### config.mk
export PLATFORM = sky130hd
export DESIGN_NAME = axil_cfgseq
export DESIGN_NICKNAME = d
export VERILOG_FILES = /design/src/rtl/axil_cfgseq.sv
export SDC_FILE = /design/constraint.sdc
export NUM_CORES = 1
export LEC_CHECK = 0
export BUFFER_PORTS_ARGS = -buffer_cell sky130_fd_sc_hd__buf_4
export CORE_AREA = 2 2 183 185
export CTS_BUF_LIST = sky130_fd_sc_hd__clkbuf_8
export DETAILED_ROUTE_END_ITERATION = 7
export DIE_AREA = 0 0 185 187
export PLACE_DENSITY_LB_ADDON = 0.05
export SYNTH_ARGS = -nofsm -noshare
export SYNTH_HDL_FRONTEND = slang
export SYNTH_SLANG_ARGS = --single-unit
### constraint.sdc
create_clock -name S_AXI_ACLK -period 8 [get_ports S_AXI_ACLK]
set_input_delay 0.8 -clock S_AXI_ACLK [delete_from_list [all_inputs] [get_ports S_AXI_ACLK]]
set_output_delay 0.8 -clock S_AXI_ACLK [all_outputs]
set_load 0.03 [all_outputs]
### src/rtl/axil_cfgseq.sv
// axil_cfgseq: AXI-lite master that writes a 128-bit configuration as four
// 32-bit words to byte addresses 0, 4, 8 and 12 of a register slave, then
// (optionally) reads them back and compares against the latched value.
// Exactly one AXI transaction is outstanding at any time.
module axil_cfgseq #(
    parameter int C_AXI_ADDR_WIDTH = 4,
    parameter bit OPT_READBACK     = 1'b1,
    parameter bit OPT_LOWPOWER     = 1'b0
) (
    input  logic                        S_AXI_ACLK,
    input  logic                        S_AXI_ARESETN,
    // Local control
    input  logic                        i_start,
    input  logic [127:0]                i_cfg,
    output logic                        o_busy,
    output logic                        o_done,
    output logic                        o_err,
    output logic [127:0]                o_rdback,
    // Write address channel
    output logic                        M_AXI_AWVALID,
    input  logic                        M_AXI_AWREADY,
    output logic [C_AXI_ADDR_WIDTH-1:0] M_AXI_AWADDR,
    output logic [2:0]                  M_AXI_AWPROT,
    // Write data channel
    output logic                        M_AXI_WVALID,
    input  logic                        M_AXI_WREADY,
    output logic [31:0]                 M_AXI_WDATA,
    output logic [3:0]                  M_AXI_WSTRB,
    // Write response channel
    input  logic                        M_AXI_BVALID,
    output logic                        M_AXI_BREADY,
    input  logic [1:0]                  M_AXI_BRESP,
    // Read address channel
    output logic                        M_AXI_ARVALID,
    input  logic                        M_AXI_ARREADY,
    output logic [C_AXI_ADDR_WIDTH-1:0] M_AXI_ARADDR,
    output logic [2:0]                  M_AXI_ARPROT,
    // Read data channel
    input  logic                        M_AXI_RVALID,
    output logic                        M_AXI_RREADY,
    input  logic [31:0]                 M_AXI_RDATA,
    input  logic [1:0]                  M_AXI_RRESP
);

    typedef enum logic [2:0] {
        S_IDLE,
        S_WADDR,
        S_WRESP,
        S_READ,
        S_RRESP,
        S_DONE
    } state_t;

    state_t         state_q, state_d;
    logic [1:0]     idx_q, idx_d;
    logic [127:0]   cfg_q, cfg_d;
    logic [127:0]   rdback_q, rdback_d;
    logic           awvalid_q, awvalid_d;
    logic           wvalid_q, wvalid_d;
    logic           bready_q, bready_d;
    logic           arvalid_q, arvalid_d;
    logic           rready_q, rready_d;
    logic           busy_q, busy_d;
    logic           done_q, done_d;
    logic           err_q, err_d;

    // Bit offset of the current word inside the 128-bit configuration.
    logic [6:0]     word_lsb;
    logic [31:0]    cfg_word;
    logic [C_AXI_ADDR_WIDTH-1:0] word_addr;

    assign word_lsb = {idx_q, 5'b00000};
    assign cfg_word = cfg_q[word_lsb +: 32];

    // Byte address of the current word: index in [3:2], everything else zero.
    always_comb begin
        word_addr      = '0;
        word_addr[3:2] = idx_q;
    end

    // AXI outputs come straight from registers; address/data only depend on
    // idx_q and cfg_q, which are frozen while a request is pending.
    assign M_AXI_AWVALID = awvalid_q;
    assign M_AXI_WVALID  = wvalid_q;
    assign M_AXI_BREADY  = bready_q;
    assign M_AXI_ARVALID = arvalid_q;
    assign M_AXI_RREADY  = rready_q;
    assign M_AXI_AWPROT  = 3'b000;
    assign M_AXI_ARPROT  = 3'b000;
    assign M_AXI_WSTRB   = 4'hf;
    assign M_AXI_AWADDR  = (OPT_LOWPOWER && !awvalid_q) ? '0 : word_addr;
    assign M_AXI_ARADDR  = (OPT_LOWPOWER && !arvalid_q) ? '0 : word_addr;
    assign M_AXI_WDATA   = (OPT_LOWPOWER && !wvalid_q)  ? '0 : cfg_word;

    assign o_busy   = busy_q;
    assign o_done   = done_q;
    assign o_err    = err_q;
    assign o_rdback = rdback_q;

    // Next-state and next-output computation for the sequencer.
    always_comb begin
        state_d   = state_q;
        idx_d     = idx_q;
        cfg_d     = cfg_q;
        rdback_d  = rdback_q;
        awvalid_d = awvalid_q;
        wvalid_d  = wvalid_q;
        bready_d  = bready_q;
        arvalid_d = arvalid_q;
        rready_d  = rready_q;
        busy_d    = busy_q;
        done_d    = 1'b0;
        err_d     = err_q;

        case (state_q)
            S_IDLE: begin
                if (i_start) begin
                    state_d   = S_WADDR;
                    cfg_d     = i_cfg;
                    err_d     = 1'b0;
                    idx_d     = 2'd0;
                    busy_d    = 1'b1;
                    awvalid_d = 1'b1;
                    wvalid_d  = 1'b1;
                end
            end

            S_WADDR: begin
                // AW and W retire independently; leave once neither is pending.
                if (M_AXI_AWREADY) begin
                    awvalid_d = 1'b0;
                end
                if (M_AXI_WREADY) begin
                    wvalid_d = 1'b0;
                end
                if (!awvalid_d && !wvalid_d) begin
                    state_d  = S_WRESP;
                    bready_d = 1'b1;
                end
            end

            S_WRESP: begin
                if (M_AXI_BVALID) begin
                    bready_d = 1'b0;
                    if (M_AXI_BRESP != 2'b00) begin
                        err_d = 1'b1;
                    end
                    if (idx_q == 2'd3) begin
                        idx_d = 2'd0;
                        if (OPT_READBACK) begin
                            state_d   = S_READ;
                            arvalid_d = 1'b1;
                        end else begin
                            state_d = S_DONE;
                            done_d  = 1'b1;
                            busy_d  = 1'b0;
                        end
                    end else begin
                        idx_d     = idx_q + 2'd1;
                        state_d   = S_WADDR;
                        awvalid_d = 1'b1;
                        wvalid_d  = 1'b1;
                    end
                end
            end

            S_READ: begin
                if (M_AXI_ARREADY) begin
                    arvalid_d = 1'b0;
                    rready_d  = 1'b1;
                    state_d   = S_RRESP;
                end
            end

            S_RRESP: begin
                if (M_AXI_RVALID) begin
                    rready_d                  = 1'b0;
                    rdback_d[word_lsb +: 32]  = M_AXI_RDATA;
                    if ((M_AXI_RRESP != 2'b00) || (M_AXI_RDATA != cfg_word)) begin
                        err_d = 1'b1;
                    end
                    if (idx_q == 2'd3) begin
                        idx_d   = 2'd0;
                        state_d = S_DONE;
                        done_d  = 1'b1;
                        busy_d  = 1'b0;
                    end else begin
                        idx_d     = idx_q + 2'd1;
                        state_d   = S_READ;
                        arvalid_d = 1'b1;
                    end
                end
            end

            S_DONE: begin
                state_d = S_IDLE;
            end

            default: begin
                state_d   = S_IDLE;
                awvalid_d = 1'b0;
                wvalid_d  = 1'b0;
                bready_d  = 1'b0;
                arvalid_d = 1'b0;
                rready_d  = 1'b0;
                busy_d    = 1'b0;
            end
        endcase
    end

    // Sequencer state and registered outputs; reset clears everything at once.
    always_ff @(posedge S_AXI_ACLK or negedge S_AXI_ARESETN) begin
        if (!S_AXI_ARESETN) begin
            state_q   <= S_IDLE;
            idx_q     <= 2'd0;
            cfg_q     <= '0;
            rdback_q  <= '0;
            awvalid_q <= 1'b0;
            wvalid_q  <= 1'b0;
            bready_q  <= 1'b0;
            arvalid_q <= 1'b0;
            rready_q  <= 1'b0;
            busy_q    <= 1'b0;
            done_q    <= 1'b0;
            err_q     <= 1'b0;
        end else begin
            state_q   <= state_d;
            idx_q     <= idx_d;
            cfg_q     <= cfg_d;
            rdback_q  <= rdback_d;
            awvalid_q <= awvalid_d;
            wvalid_q  <= wvalid_d;
            bready_q  <= bready_d;
            arvalid_q <= arvalid_d;
            rready_q  <= rready_d;
            busy_q    <= busy_d;
            done_q    <= done_d;
            err_q     <= err_d;
        end
    end

endmodule

==> results.txt, run 1 <==
Slew @ Worst Pin = 1060 ps
Req. time, crit path = 7200 ps
CTS clk-pin slew, worst paths = 50 ps
outcome = completed
die height = 187 um
cts bufs inserted = 48
Most used DFF post-synth = dfrtp_1
maximum clock path buffer count = 3
Clk Latency, worst-skew pair = 550 ps
post-route cell area = 0.0159 mm2
antenna viol nets, final = 0
Top Layer Used = met4
Final setup viols = 0
commonest non-fill, non-tap cell in the layout = buf_4
initial detailed-routing violation count = 462
post-synthesis sequential area ratio = 55.3%
worst hold path type = in -> async
post-CTS setup buffers = 0
Critical Path Sink Type = primary output
pin count of the biggest net entering global routing = 125
P&R area growth vs syn = 30.5%
DP HPWL = 26500 um
First-pass DRT Iterations = 6
Overall Power = 0.00590 W
CTS tree = done
post-CTS sizing = 0
Leak = 7.31 nW
GPL Wtd Cong = 0.852
switching pwr = 0.00232 W
FP Rows = 67
Starting Density = 37.1%
Post-CTS Hold Buffers = 0
Sw Ratio = 39.3%
distinct cell type count after synthesis = 53
Nets = 1605
Logic pwr share = 44.8%
final wirelength = 36800 um
# IOs = 358
RSZ-0062 raised after global routing = no
Setup CP Type = reg -> out
Syn. warnings = 0
register bit total from synthesis = 269
DIE AREA = 0.0346 mm2
post-layout min period = 3330 ps
CTS H-tree depth = 2
vias in the first global route = 9201
Flop pwr share = 35.0%
routed wl met2 = 16700 um
metal3 WL = 3000 um
EDFF count, synth = 0
non-filler instance count after layout = 1904
setup tns final = 0 ps
cells after synthesis = 1104
Max-cap violations = 0
clock network fraction of total power = 20.1%
Final Cycle Share = 41.6%
clk_skew = 18.3 ps
first-pass GRT wire length = 55700 um
CP Max Fanout = 43
share of synthesized registers carrying an async set or reset = 100%
Post-route DRC = 0
Clock Tree Root = clkbuf_8
initial antenna violation count = 1
PwrDens = 371 mW/mm2
Final Slew Violations = 0
Mapped Area = 0.0122 mm2
via density per instance = 4.80
global-route usage over all layers = 21.2%
post-placement cell count = 1825
port bufs = 343
chip width = 185 um
Met1 Routed Length = 16100 um
Final Hold Vio Count = 0
GRT overflow = 0
Syn Area/Cell = 11.0 um2
worst hold slack = 376 ps
vias = 9135
slew margin rel. = 29.2%
Clock Sink Count = 269
Power Internal = 0.00358 W
share of cells above drive strength 1 = 39.3%
Fmax achieved = 0.300 GHz
placed cell area = 0.0150 mm2
most frequent cells in the layout = buf_4, nand2_1, dfrtp_1
Core ar. = 0.0329 mm2
critical path launch point type = flop
VDD IR max = 0.000164 V
DR WL/cell = 19.3 um
worst path arrival time = 2530 ps
metal layers:
metal	track usage, %	vias up
met5	0	-
met4	6.56	0
met3	6.52	59
met2	32.8	300
met1	28.4	4370
li1	-	4406
cell usage after synthesis (3+ instances only):
master / count / area share [%]
a2111oi_0: 3 / 0.22
a211oi_1: 4 / 0.25
a21oi_1: 11 / 0.45
a31oi_1: 3 / 0.15
buf_2: 6 / 0.25
buf_4: 18 / 1.1
buf_6: 3 / 0.28
clkbuf_1: 60 / 1.8
dfrtp_1: 269 / 55
ha_1: 6 / 0.62
inv_1: 11 / 0.34
mux2_2: 131 / 12
mux2i_1: 33 / 2.7
mux4_1: 5 / 1.1
mux4_2: 14 / 2.6
nand2_1: 273 / 8.4
nand2b_1: 5 / 0.26
nand3_1: 5 / 0.21
nor2_1: 19 / 0.59
nor2b_1: 3 / 0.15
nor3_1: 9 / 0.37
nor3b_1: 5 / 0.31
nor4_1: 3 / 0.15
o21ai_0: 138 / 5.7
o21bai_1: 3 / 0.18
o22ai_1: 4 / 0.21
xnor2_1: 16 / 1.2
xor2_1: 12 / 0.86
power by group through the flow:
stage / Clock, W / Sequential, W / Combinational, W
CTS: 0.00123 / 0.00207 / 0.00268
global route: 0.00129 / 0.00213 / 0.00284
global placement: 0 / 0.00208 / 0.00266
finish: 0.00119 / 0.00207 / 0.00264
detailed placement: 0 / 0.00209 / 0.00267
floorplan: 0 / 0.00220 / 0.00162
path summary, 6_finish.rpt:
| check | from | endpoint | depth (start not counted) | slack (ps) |
|---|---|---|---|---|
| worst min register to register | o_rdback[59] | o_rdback[59] | 2 | 480 |
| min in group S_AXI_ACLK | i_cfg[37] | cfg_q[37] | 2 | 470 |
| worst max-delay path | idx_q[0] | M_AXI_WDATA[14] | 3 | 4670 |
| worst min-delay path | S_AXI_ARESETN | o_rdback[41] | 1 | 380 |
| worst max register to register | state_q[2] | cfg_q[85] | 5 | 4800 |
| max in group asynchronous | S_AXI_ARESETN | cfg_q[15] | 2 | 5990 |
cells by family (layout without fill, tap and decap cells):
family,Yosys count,after routing,synth area share [%]
multiplexers,184,184,18.6
AND/OR/NAND/NOR,328,328,10.8
AO/OA/AOI/OAI,183,183,8.41
flip-flops,269,269,55.3
other,2,15,0.0617
XOR/XNOR,28,28,2.01
adder cells (fa/ha/maj),6,6,0.616
buffers and inverters,104,443,4.22
worst max-delay path, stage by stage (launching register included):
cell     delay [ps]
dfrtp_2         420
buf_4           560
mux4_1          750
buf_4           220
flip-flops by register name, indices dropped and copies added, names as in the netlist:
signal,flops
cfg_q,128
state_q,3
o_done,1
M_AXI_AWVALID,1
M_AXI_BREADY,1
o_rdback,128
M_AXI_WVALID,1
idx_q,2
o_busy,1
M_AXI_RREADY,1
M_AXI_ARVALID,1
o_err,1
area by class of cell:
class                      instances  area [um2]
inverter                          12        45.0
sequential                       269        6730
fill                            3200       17000
tap                              448         561
clock inverter                    20        77.6
timing repair buffer             353        2660
antenna                            1        2.50
clock buffer                      58         798
multi-input combinational        743        5010
through the flow:
| stage | utilization [%] | setup WS [ps] |
|---|---|---|
| 3_5_place_dp | 45.7 | 4800 |
| 4_1_cts | 48.3 | 4590 |
| 2_1_floorplan | - | 4960 |
| 6_report | 48.4 | 4670 |
| 3_3_place_gp | 45.7 | 4770 |
| 5_1_grt | 48.4 | 4520 |
Power figures use the tool's default switching activity.
==> run 2, diff against run 1 <==
- clock period: 8 -> 2.9 ns (I/O delays scaled with it)
==> results.txt, run 2 (same netlist as run 1, synthesis figures left out) <==
vias = 9831
Setup CP Type = reg -> out
Starting Density = 37.1%
Logic pwr share = 45.2%
Leak = 8.01 nW
slowest CP cell = dfrtp_4
# IOs = 358
FP Rows = 67
Post-route DRC = 0
port bufs = 343
DP HPWL = 28100 um
Sw Ratio = 39.3%
DIE AREA = 0.0346 mm2
RSZ-0062 raised after global routing = no
post-layout min period = 2670 ps
Antenna Cells = 0
final wirelength = 39500 um
non-filler instance count after layout = 2062
Clk Latency, worst-skew pair = 560 ps
crit-path cells = buf_4 > mux2i_1 > mux2i_1 > buf_4
number of cells on the critical path = 4
Power Internal = 0.0102 W
clk_skew = 16.5 ps
R2R cell count = 7
PwrDens = 955 mW/mm2
Clock Tree Root = clkbuf_8
outcome = completed
commonest non-fill, non-tap cell in the layout = buf_4
CTS clk-pin slew, worst paths = 60 ps
maximum clock path buffer count = 3
CP max stage delay = 590 ps
vias in the first global route = 10300
post-CTS sizing = 0
first-pass GRT wire length = 60700 um
DR WL/cell = 19.1 um
most frequent cells in the layout = buf_4, nand2_1, dfrtp_1
via density per instance = 4.77
setup tns final = 0 ps
Final Hold Vio Count = 0
slew margin rel. = 56.1%
met1 Usage GRT = 30.8%
grt met2 use = 37.3%
pin count of the biggest net entering global routing = 94
initial detailed-routing violation count = 530
die height = 187 um
Critical Path Sink Type = primary output
CTS tree = done
switching pwr = 0.00658 W
cts bufs inserted = 48
Req. time, crit path = 2610 ps
post-CTS setup buffers = 0
Flop pwr share = 34.4%
Clock Sink Count = 269
share of cells above drive strength 1 = 36.9%
Final Cycle Share = 92.0%
antenna viol nets, final = 0
Worst Hold Path Cells = 3
VDD IR max = 0.000532 V
P&R area growth vs syn = 43.9%
pre-CTS setup slack = 422 ps
Critical path buffers and inverters = 2
Worst Slack Setup Final = 231 ps
GPL Wtd Cong = 0.842
Final Slew Violations = 0
CP Max Fanout = 17
worst hold path type = in -> reg
worst hold slack = 37.1 ps
Fmax achieved = 0.375 GHz
Overall Power = 0.0167 W
GRT overflow = 0
Max-cap violations = 0
post-placement cell count = 1841
Final setup viols = 0
Slew @ Worst Pin = 659 ps
global-route usage over all layers = 22.9%
First-pass DRT Iterations = 4
initial antenna violation count = 0
chip width = 185 um
M3 GR Usage = 4.93%
Top delay family on crit path = multiplexers
CTS H-tree depth = 2
worst path arrival time = 2380 ps
Nets = 1759
global route hottest layer = met2
Core ar. = 0.0329 mm2
clock network fraction of total power = 20.4%
critical path launch point type = flop
[run 2: changes by cell type in the layout (fill, tap and decap cells not counted)]
cell           change
buf_4              +9
dfrtp_4            +1
clkinv_2           +4
inv_1              -3
clkbuf_8           +2
diode_2            -1
dlygate4sd3_1    +138
clkinvlp_4         +2
dfrtp_2            -1
buf_12             +7
[run 2: worst paths after layout]
| path | from | slack (ps) | to |
|---|---|---|---|
| max | idx_q[1] | 230 | M_AXI_WDATA[13] |
| min | M_AXI_RDATA[28] | 40 | o_rdback[28] |
| max reg2reg | idx_q[1] | 430 | o_err |
| min reg2reg | o_rdback[19] | 480 | o_rdback[19] |
| max in group asynchronous | S_AXI_ARESETN | 1710 | o_rdback[27] |
| min in group asynchronous | S_AXI_ARESETN | 300 | o_rdback[41] |
[run 2: tightest hold or removal path, cell delays in order]
cell and delay (ps):
buf_4 150, nand2_1 60, o21ai_0 60
[run 2: power groups by stage]
stage          combinational, W  clock [W]  sequential, W
6_report                0.00757    0.00341        0.00576
5_1_grt                 0.00811    0.00371        0.00592
4_1_cts                 0.00765    0.00352        0.00578
3_5_place_dp            0.00749          0        0.00584
3_3_place_gp            0.00743          0        0.00582
2_1_floorplan           0.00448          0        0.00607
[run 2: stage by stage]
step	utilization, %	cell area [um2]
after floorplan	-	12200
after global placement	46.3	15200
after detailed placement	46.3	15200
after CTS	53.3	17500
after global routing	53.3	17500
final	53.3	17500
[run 2: what timing repair did]
item	4_1_cts	5_1_grt
hold buffers	138	0
hold endpoints to repair	216	0
setup endpoints to repair	0	0
[run 2: area by class of cell]
| class | count | area (um2) |
|---|---|---|
| Clock buffer | 60 | 826 |
| Clock inverter | 23 | 101 |
| Fill cell | 3047 | 15300 |
| Inverter | 12 | 45.0 |
| Multi-Input combinational cell | 743 | 5010 |
| Sequential cell | 269 | 6740 |
| Tap cell | 448 | 561 |
| Timing Repair Buffer | 507 | 4250 |
[run 2: per-layer routing]
layer / part of all wire (%) / wire, um
met1: 44 / 17600
met2: 47 / 18600
met3: 6.2 / 2450
met4: 2.2 / 849
met5: 0 / 0
==> run 3, diff against run 2 <==
- CORE_AREA: 2 2 183 185 -> 2 2 166 168
- DIE_AREA: 0 0 185 187 -> 0 0 168 170
- REMOVE_ABC_BUFFERS: not set -> 1
==> results.txt, run 3 (same netlist as run 1, synthesis figures left out) <==
hold_sp = M_AXI_RDATA[20]
Final Cycle Share = 91.1%
Reg2Reg Setup Slack = 260 ps
chip width = 168 um
most frequent cells in the layout = buf_4, nand2_1, dfrtp_1
worst path arrival time = 3070 ps
die height = 170 um
critical path launch point type = flop
Core ar. = 0.0267 mm2
vias = 9993
Flop pwr share = 34.3%
PwrDens = 966 mW/mm2
Sw Ratio = 38.7%
vias in the first global route = 10400
Sequential Area = 0.00674 mm2
antenna viol nets, final = 0
Starting Density = 45.7%
Slew @ Worst Pin = 667 ps
GPL Wtd Cong = 0.813
via density per instance = 5.10
crit-path cells = buf_12 > mux4_2 > xnor2_1 > nand2_1 > a2111oi_2 > and4_1 > a31oi_1
Clock Tree Root = clkbuf_8
switching pwr = 0.00651 W
clock network fraction of total power = 21.0%
commonest non-fill, non-tap cell in the layout = buf_4
CTS clk-pin slew, worst paths = 60 ps
initial antenna violation count = 1
Clock Sink Count = 269
clk_skew = 20.7 ps
Logic pwr share = 44.7%
outcome = completed
DR WL/cell = 19.4 um
RSZ-0062 raised after global routing = no
Final setup viols = 0
First-pass DRT Iterations = 4
global-route usage over all layers = 26.9%
CP max stage delay = 540 ps
Clk Latency, worst-skew pair = 560 ps
Setup CP Type = reg -> reg
maximum clock path buffer count = 3
pin count of the biggest net entering global routing = 94
Fmax achieved = 0.378 GHz
GRT overflow = 0
Leak = 8.04 nW
final core utilization = 65.3%
# IOs = 358
CP Max Fanout = 16
FF-to-FF End = o_err
RR Startpoint = idx_q[0]
CTS tree = done
Final Slew Violations = 0
Power Internal = 0.0103 W
slowest CP cell = dfrtp_2
Post-route DRC = 0
Critical path buffers and inverters = 1
Req. time, crit path = 3330 ps
DP HPWL = 26700 um
CTS H-tree depth = 2
post-layout min period = 2640 ps
final wirelength = 37900 um
Final Hold Vio Count = 0
initial detailed-routing violation count = 497
slew margin rel. = 55.5%
share of cells above drive strength 1 = 37.1%
Fillers = 2108
port bufs = 343
Top delay family on crit path = flip-flops
FP Rows = 60
multi-input logic area = 0.00502 mm2
cts bufs inserted = 47
VDD IR max = 0.000553 V
non-filler instance count after layout = 1959
first-pass GRT wire length = 59400 um
DIE AREA = 0.0286 mm2
Worst Hold Path Cells = 3
worst hold path type = in -> reg
Critical Path Sink Type = flop
hold endpoint = o_rdback[84]
Max-cap violations = 0
R2R cell count = 7
Nets = 1759
P&R area growth vs syn = 42.9%
post-placement cell count = 1742
Overall Power = 0.0168 W
-- run 3: final cells by class --
type                    instances  area share [%]
inverters                      12           0.259
multi-input cells             743            28.8
diodes                          2          0.0288
flip-flops and latches        269            38.7
well taps                     341            2.45
clock buffers                  59            4.66
repair buffers                508            24.2
clock inverters                25           0.870
-- run 3: per-stage QoR --
stage               hold slack [ps]  cell area, um2   TNS, ps  worst slack, ps
detailed placement              333           15100         0             41.0
CTS                          0.0320           17400         0             18.0
finish                         17.6           17400         0              258
global route                   11.1           17400         0              115
global placement                334           15100         0              170
floorplan                     -5.59           11800  -1229560            -7690
-- run 3: what timing repair did --
item | CTS | global route
buffers inserted | 0 | 0
endpoints found under the setup margin | 0 | 1
hold endpoints to repair | 203 | 0
hold buffers | 131 | 0
resized for setup | 0 | 2
-- run 3: power by group through the flow --
stage	clock network [W]	registers (W)	logic [W]
floorplan	0	0.00625	0.00408
global placement	0	0.00582	0.00729
detailed placement	0	0.00582	0.00739
CTS	0.00359	0.00577	0.00756
global route	0.00380	0.00592	0.00808
finish	0.00354	0.00576	0.00752
-- run 3: routing by layer --
layer / up-vias / wire length [um] / track usage (%)
met2: 352 / 17700 / 43.1
met4: 0 / 1210 / 10.2
met3: 75 / 2670 / 5.93
li1: 4710 / - / -
met1: 4856 / 16400 / 36.0
met5: - / 0 / 0
-- run 3: worst max path at each step --
stage / start / to / slack [ps] / cells past startpoint
after global placement: idx_q[0] / o_err / 170 / 7
after global routing: idx_q[0] / o_err / 110 / 7
final: idx_q[0] / o_err / 260 / 7
after CTS: idx_q[0] / o_err / 20 / 7
after floorplan: state_q[2] / cfg_q[0] / -7690 / 3
after detailed placement: idx_q[0] / o_err / 40 / 7
-- run 3: tightest hold or removal path: stages --
cell,delay [ps]
buf_4,130
nand2_1,50
o21ai_0,60
